==> config.mk <==
export PLATFORM = sky130hd
export DESIGN_NAME = ot_write_mb
export DESIGN_NICKNAME = d
export VERILOG_FILES = /design/src/rtl/ot_write_mb.sv
export SDC_FILE = /design/constraint.sdc
export NUM_CORES = 1
export LEC_CHECK = 0
export BUFFER_PORTS_ARGS = -buffer_cell sky130_fd_sc_hd__buf_2
export CAP_MARGIN = 20
export CORE_MARGIN = 5
export CORE_UTILIZATION = 54
export DETAILED_ROUTE_END_ITERATION = 7
export GPL_TIMING_DRIVEN = 0
export PLACE_DENSITY = 0.85
export SLEW_MARGIN = 20
export SYNTH_ARGS = -nofsm -noshare
export SYNTH_HDL_FRONTEND = slang
export SYNTH_SLANG_ARGS = --single-unit
==> constraint.sdc <==
create_clock -name clk -period 4.52 [get_ports clk]
set_input_delay 0.452 -clock clk [delete_from_list [all_inputs] [get_ports clk]]
set_output_delay 0.452 -clock clk [all_outputs]
set_load 0.005 [all_outputs]
==> src/rtl/ot_write_mb.sv <==
// Multi-bank, multi-round output writer: pops result words from the output FIFO
// and writes them into one of NUM_BANK output SRAM banks under a start/busy/done job handshake.
module ot_write_mb #(
  parameter int unsigned SRAM_DATA_BITS = 64,
  parameter int unsigned SRAM_ADDR_BITS = 10,
  parameter int unsigned NUM_BANK       = 2,
  parameter int unsigned BANK_IDX_BITS  = 1
) (
  input  logic                      clk,
  input  logic                      reset,
  input  logic                      start,
  output logic                      busy,
  output logic                      done,
  input  logic [SRAM_DATA_BITS-1:0] data_in,
  input  logic                      fifo_empty_n,
  output logic                      fifo_read,
  output logic [NUM_BANK-1:0]       cen_otsr,
  output logic [NUM_BANK-1:0]       wen_otsr,
  output logic [SRAM_ADDR_BITS-1:0] addr_otsr,
  output logic [SRAM_DATA_BITS-1:0] data_for_sram,
  output logic                      last,
  input  logic [SRAM_ADDR_BITS-1:0] cfg_ot_base_addr,
  input  logic [SRAM_ADDR_BITS-1:0] cfg_ot_rnd_finsub1,
  input  logic [7:0]                cfg_ot_round_finsub1,
  input  logic                      cfg_ot_mode,
  input  logic [BANK_IDX_BITS-1:0]  cfg_ot_bank
);

  localparam int unsigned RND_BITS = 8;

  typedef enum logic [1:0] {IDLE, RUN, FIN} state_e;

  state_e                    state_q, state_d;
  logic [SRAM_ADDR_BITS-1:0] base_q, base_d;
  logic [SRAM_ADDR_BITS-1:0] rnd_fin_q, rnd_fin_d;
  logic [RND_BITS-1:0]       round_fin_q, round_fin_d;
  logic                      mode_q, mode_d;
  logic [BANK_IDX_BITS-1:0]  bank_q, bank_d;
  logic [SRAM_ADDR_BITS-1:0] entry_q, entry_d;
  logic [RND_BITS-1:0]       round_q, round_d;
  logic                      final_acc_q, final_acc_d;
  logic                      done_q, done_d;
  logic [NUM_BANK-1:0]       cen_q, cen_d;
  logic [NUM_BANK-1:0]       wen_q, wen_d;
  logic [SRAM_ADDR_BITS-1:0] addr_q, addr_d;
  logic [SRAM_DATA_BITS-1:0] data_q, data_d;
  logic                      last_q, last_d;

  logic                      entry_last;
  logic                      job_last;
  logic [BANK_IDX_BITS-1:0]  cur_bank;
  logic [NUM_BANK-1:0]       bank_oh;

  // Pop strobe is combinational so the FWFT head word is consumed in the same cycle.
  assign fifo_read  = (state_q == RUN) & fifo_empty_n & ~final_acc_q;
  assign entry_last = (entry_q == rnd_fin_q);
  assign job_last   = entry_last & (round_q == round_fin_q);
  assign cur_bank   = mode_q ? BANK_IDX_BITS'(bank_q + round_q[BANK_IDX_BITS-1:0]) : bank_q;
  assign bank_oh    = NUM_BANK'(1) << cur_bank;

  always_comb begin
    state_d     = state_q;
    base_d      = base_q;
    rnd_fin_d   = rnd_fin_q;
    round_fin_d = round_fin_q;
    mode_d      = mode_q;
    bank_d      = bank_q;
    entry_d     = entry_q;
    round_d     = round_q;
    final_acc_d = final_acc_q;
    done_d      = (state_q == FIN);
    cen_d       = '1;
    wen_d       = '1;
    addr_d      = addr_q;
    data_d      = '0;
    last_d      = 1'b0;

    case (state_q)
      IDLE: begin
        if (start) begin
          state_d     = RUN;
          base_d      = cfg_ot_base_addr;
          rnd_fin_d   = cfg_ot_rnd_finsub1;
          round_fin_d = cfg_ot_round_finsub1;
          mode_d      = cfg_ot_mode;
          bank_d      = cfg_ot_bank;
          entry_d     = '0;
          round_d     = '0;
          final_acc_d = 1'b0;
        end
      end
      RUN: begin
        if (fifo_read) begin
          if (entry_last) begin
            entry_d = '0;
            round_d = round_q + RND_BITS'(1);
          end else begin
            entry_d = entry_q + SRAM_ADDR_BITS'(1);
          end
          if (job_last) begin
            final_acc_d = 1'b1;
            state_d     = FIN;
          end
        end
      end
      FIN: begin
        state_d = IDLE;
      end
      default: state_d = IDLE;
    endcase

    // Write stage: register the accepted word for presentation next cycle.
    if (fifo_read) begin
      cen_d  = ~bank_oh;
      wen_d  = ~bank_oh;
      addr_d = base_q + entry_q;
      data_d = data_in;
      last_d = entry_last;
    end
  end

  always_ff @(posedge clk or negedge reset) begin
    if (!reset) begin
      state_q     <= IDLE;
      base_q      <= '0;
      rnd_fin_q   <= '0;
      round_fin_q <= '0;
      mode_q      <= 1'b0;
      bank_q      <= '0;
      entry_q     <= '0;
      round_q     <= '0;
      final_acc_q <= 1'b0;
      done_q      <= 1'b0;
      cen_q       <= '1;
      wen_q       <= '1;
      addr_q      <= '0;
      data_q      <= '0;
      last_q      <= 1'b0;
    end else begin
      state_q     <= state_d;
      base_q      <= base_d;
      rnd_fin_q   <= rnd_fin_d;
      round_fin_q <= round_fin_d;
      mode_q      <= mode_d;
      bank_q      <= bank_d;
      entry_q     <= entry_d;
      round_q     <= round_d;
      final_acc_q <= final_acc_d;
      done_q      <= done_d;
      cen_q       <= cen_d;
      wen_q       <= wen_d;
      addr_q      <= addr_d;
      data_q      <= data_d;
      last_q      <= last_d;
    end
  end

  assign busy          = (state_q != IDLE);
  assign done          = done_q;
  assign cen_otsr      = cen_q;
  assign wen_otsr      = wen_q;
  assign addr_otsr     = addr_q;
  assign data_for_sram = data_q;
  assign last          = last_q;

endmodule

Word level (Yosys, flattened, before mapping) --
Index checks and enable logic that the tools add are counted. W data, S select, Z words.
Cells by class: equal/unequal tests 8, muxes and demuxes 20, reductions and logical operators 8, $add $sub $neg 4, bitwise logic cells 5, shift operators 1
Operators by type and width (count):
- $mux W64 | 1
- $mux W10 | 3
- $mux W8 | 3
- $pmux W10 S2 | 1
- $pmux W8 S2 | 1
- $add A10 B1 Y10 const B | 1
- $add A10 B10 Y10 | 1
- $eq A10 B10 Y1 | 1
- $add A8 B1 Y8 const B | 1
- $eq A8 B8 Y1 | 1
- $mux W2 | 4
- $ne A2 B2 Y1 const B | 4
- $reduce_and A4 Y1 | 2
- $reduce_and A3 Y1 | 2
- $mux W1 | 5
- $pmux W2 S2 | 1
- $reduce_bool A2 Y1 | 2
- $and A1 B1 Y1 | 3
- $eq A2 B1 Y1 const B | 1
- $eq A2 B2 Y1 const B | 1
- $logic_not A2 Y1 | 1
- $not A2 Y2 | 1
- $pmux W1 S2 | 1
- $reduce_and A2 Y1 | 1
- other kinds (3) | 3
Storage, ports and cells: word-level logic and storage cells 60, input bits 98, register bits after elaboration 129, output and inout port bits 82

Longest topological paths before layout --
depth in word-level cells 5, depth in mapped cells 8, gate-level depth less buffers 8

Worst setup path after synthesis --
No wires, ideal clock.
path kind reg2reg, start point reg entry_q[0], end point reg addr_q[8] (netlist: addr_otsr[8]), path slack 2.660 ns, data required time 4.425 ns, period minus slack after synthesis 1.860 ns, arrival 1.765 ns, cell stages (with the launch flop) 9, setup time 0.095 ns, buffers on the path 0, cell sequence dfrtp_1 ha_1 inv_1 fa_1 nor2b_1 o31a_1 o211a_1 o21a_1 o31ai_1
On the way: word-level cells in the longest chain between the ends 1
Ends and longest elaborated chain:
- start, declared | RTL line 39 | logic [SRAM_ADDR_BITS-1:0] entry_q, entry_d;
- start signal, assigned | RTL line 146 | entry_q <= entry_d;
- $add A10 B10 Y10 | RTL line 116 | addr_d = base_q + entry_q;
- end signal, assigned | RTL line 152 | addr_q <= addr_d;
- end, declared | RTL line 45 | logic [SRAM_ADDR_BITS-1:0] addr_q, addr_d;
No other way between the ends. A chain may end at the register's enable or synchronous reset.

Worst setup path after layout --
start point reg state_q[1], end point out fifo_read
On the way: word-level cells in the longest chain between the ends 3
Ends and longest elaborated chain:
- start, declared | RTL line 33 | state_e state_q, state_d;
- start signal, assigned | RTL line 140 | state_q <= state_d;
- $eq A2 B1 Y1 | RTL line 55 | assign fifo_read = (state_q == RUN) & fifo_empty_n & ~final_acc_q;
- $and A1 B1 Y1 (2 in series) | RTL line 55
- end, declared | RTL line 16 | output logic fifo_read,
No other way between the ends.

==> results_dict.tcl <==
set metrics [dict create \
    synth-compound-area-share_pct 6.83 \
    rsz0062_at_grt "no" \
    avgSynthCellArea_um2 10.9 \
    crit_required_ns 4.07 \
    place_ws_ns 2.03 \
    vias 4203 \
    final-setup-viol-count 0 \
    status "finished clean" \
    synth_cell_types 44 \
    synth_fa_ha_area_share_pct 2.99 \
    antenna_found_initial 0 \
    synth_area_um2 5270 \
    rr_worst_depth 7 \
    setup_ws_ns 1.56 \
    startpoint_type "flop" \
    finalSetupTns_ns 0 \
    finish.net_count 796 \
    clock_latency_ns 0.52 \
    cp_num_buf_inv 4 \
    drive_gt1_share_pct 31.5 \
    initial_core_util_pct 54.7 \
    worst_slew_pin_slew_ns 0.543 \
    path_cells "nand4bb_1 -> inv_1 -> clkbuf_1 -> clkbuf_1 -> buf_2" \
    fin_skew_ns 0.00798 \
    seqCellArea_um2 3230 \
    avgViaCountPerCell 5.05 \
    crit_type "reg2out" \
    ys_seq_area_share_pct 61.3 \
    synthCells 486 \
    arrival_ns 2.50 \
    grt_pass1_wl_um 21000 \
    row_count 36 \
    irDropWorstVdd_v 0.000276 \
    critPathTopFamily "buffers and inverters" \
    min_period_ns 2.96 \
    rr_endpoint "round_q[7]$_DFFE_PN0P_" \
    crit_top_cell "clkbuf_1" \
    hold_path_class "in2reg" \
    muxShareOfSynthArea_pct 0.190 \
    stdcell_count 832 \
    synthXorXnorAreaFrac_pct 4.98 \
    cp.depth 5 \
    io_buffer_count 179 \
    grt_max_degree 72 \
    die_area_um2 11800 \
    grt_pass1_vias 4317 \
    cts_tree "done" \
    wl_per_cell_um 16.1 \
    fmax_mhz 338 \
    grt_usage_pct 23.6 \
    post_cts_buffers 0 \
    multi_input_area_um2 1920 \
    critPathCaptureType "output port" \
    cp_max_fo 10 \
    power_mw 3.82 \
    htreeDepth 4 \
    wl_um 13400 \
    r2r-start "entry_q[4]$_DFFE_PN0P_" \
    timing_hold_violations_final 0 \
    syn2layout_area_growth_pct 32.0 \
    maxSlewHeadroom_pct 63.8 \
    numCtsBuffers 17 \
    die_h_um 109 \
    ios 180 \
    synth_edf_count 0 \
    hpwl_um 9690 \
    drcViolationCount 0 \
    cap_violations 0 \
    fill_cells 710 \
    async_flop_share_pct 100 \
    drv_slew 0 \
    coreArea_um2 9640 \
    die-width_um 109 \
    synth_simple_gate_area_share_pct 21.3 \
    layout_common_cells "178 x buf_2, 127 x dfrtp_1, 111 x nand2_1" \
    ant_nets 0 \
    drtIter0Drc 195 \
    ys_ff_latch 129 \
    grt_overflow_total 0 \
    path_clk_slew_ns 0.06 \
    diodes 0 \
    crit_start "state_q[1]$_DFFE_PN0P_" \
    drt_pass1_iterations 5 \
    fin_util_pct 72.2 \
    final_common_cell "buf_2" \
    yosysWarnings 0 \
    power_leakage_nw 3.83 \
    globalplace.congestion 0.904 \
    r2r_slack_ns 2.41 \
    syn_nets 596 \
    synth_ff_type "dfrtp_1" \
    cts_sinks 129 \
    cts-root-buf "clkbuf_8" \
    dp_cells 799 \
    critPathCapture "fifo_read" \
    min_period_over_period_pct 65.4 \
    cts_buffer_depth 2 \
    max_stage_delay_ns 0.43 \
    cpMaxStageDelayCell "clkbuf_1" \
    powerDensity_nw_per_um2 548 \
    synth_top_family_by_area "simple AND/OR/NAND/NOR gates" \
]
cell usage after synthesis (all sizes together), types with 3 or more instances:
master    n  share of area [%]
o21a      4               0.57
and3      4               0.47
a21o      3               0.43
ha       11                2.6
o31ai     6               0.85
nand4     4               0.47
nand2   111                7.9
inv      10               0.71
a21oi     5               0.47
nor4      4               0.71
clkbuf   20                1.4
nand2b    3               0.36
xor2     24                4.0
dfrtp   127                 60
a211oi    3               0.43
or4       3               0.43
o21ai    15                1.4
nand3     6               0.57
nor2     17                1.2
nor3      6               0.57
and2     66                7.8
xnor2     6                1.0
how the worst min path moves through the flow:
stage / startpoint / to / slack, ns / depth (start not counted)
floorplan: reset / addr_otsr[0]$_DFFE_PN0P_ / 0.16 / 0
global placement: addr_otsr[4]$_DFFE_PN0P_ / addr_otsr[4]$_DFFE_PN0P_ / 0.46 / 1
detailed placement: reset / addr_otsr[7]$_DFFE_PN0P_ / 0.45 / 1
CTS: cfg_ot_round_finsub1[3] / round_fin_q[3]$_DFFE_PN0P_ / 0.10 / 3
global route: cfg_ot_base_addr[7] / base_q[7]$_DFFE_PN0P_ / 0.10 / 3
finish: cfg_ot_round_finsub1[5] / round_fin_q[5]$_DFFE_PN0P_ / 0.12 / 3
tightest hold or removal path, stage by stage:
cell and delay (ns):
buf_2 0.08, nand2_1 0.04, nand2_1 0.04
routing by layer:
layer  track usage, %  vias to the layer above  share of wire, %  routed length [µm]
met5                0                        -                 0                   0
met1             28.4                     2039                38                5140
li1                 -                     1990                 -                   -
met2             39.2                      150                52                6990
met3             7.82                       24               7.2                 966
met4             9.38                        0               2.2                 290
where the power goes:
part	internal [mW]	total, mW	switching [mW]
sequential	1.43	1.59	0.162
combinational	0.411	0.897	0.485
clock	0.807	1.33	0.528
total	2.64	3.82	1.17
flip-flops by register name (all words and copies together) (netlist names):
signal / flops
data_for_sram: 64
addr_otsr: 10
base_q: 10
entry_q: 10
rnd_fin_q: 10
round_fin_q: 8
round_q: 8
state_q: 2
wen_otsr: 2
bank_q: 1
done: 1
final_acc_q: 1
last: 1
mode_q: 1
layout make-up:
type,count,area share (%)
inverters,10,0.539
multi-input cells,325,27.5
repair buffers,181,13.5
clock inverters,14,2.21
well taps,133,2.39
flip-flops and latches,129,46.4
plain buffers,22,1.29
clock buffers,18,6.15
cells by family (layout without fill, tap and decap cells):
group                    count (synthesis)  in the layout
adder cells (fa/ha/maj)                 12             12
XOR/XNOR                                30             30
AND/OR/NAND/NOR                        230            230
AO/OA/AOI/OAI                           52             52
flip-flops                             129            129
buffers and inverters                   32            245
multiplexers                             1              1
timing repair:
action,4_1_cts,5_1_grt
resized for setup,0,0
hold buffers,1,0
hold endpoints to repair,58,0
metrics by stage:
step | instance area (µm²) | hold WS, ns
2_1_floorplan | 5270 | 0.156
3_3_place_gp | 6340 | 0.455
3_5_place_dp | 6370 | 0.453
4_1_cts | 6960 | 0.100
5_1_grt | 6960 | 0.104
6_report | 6960 | 0.124
Power figures use the tool's default switching activity.
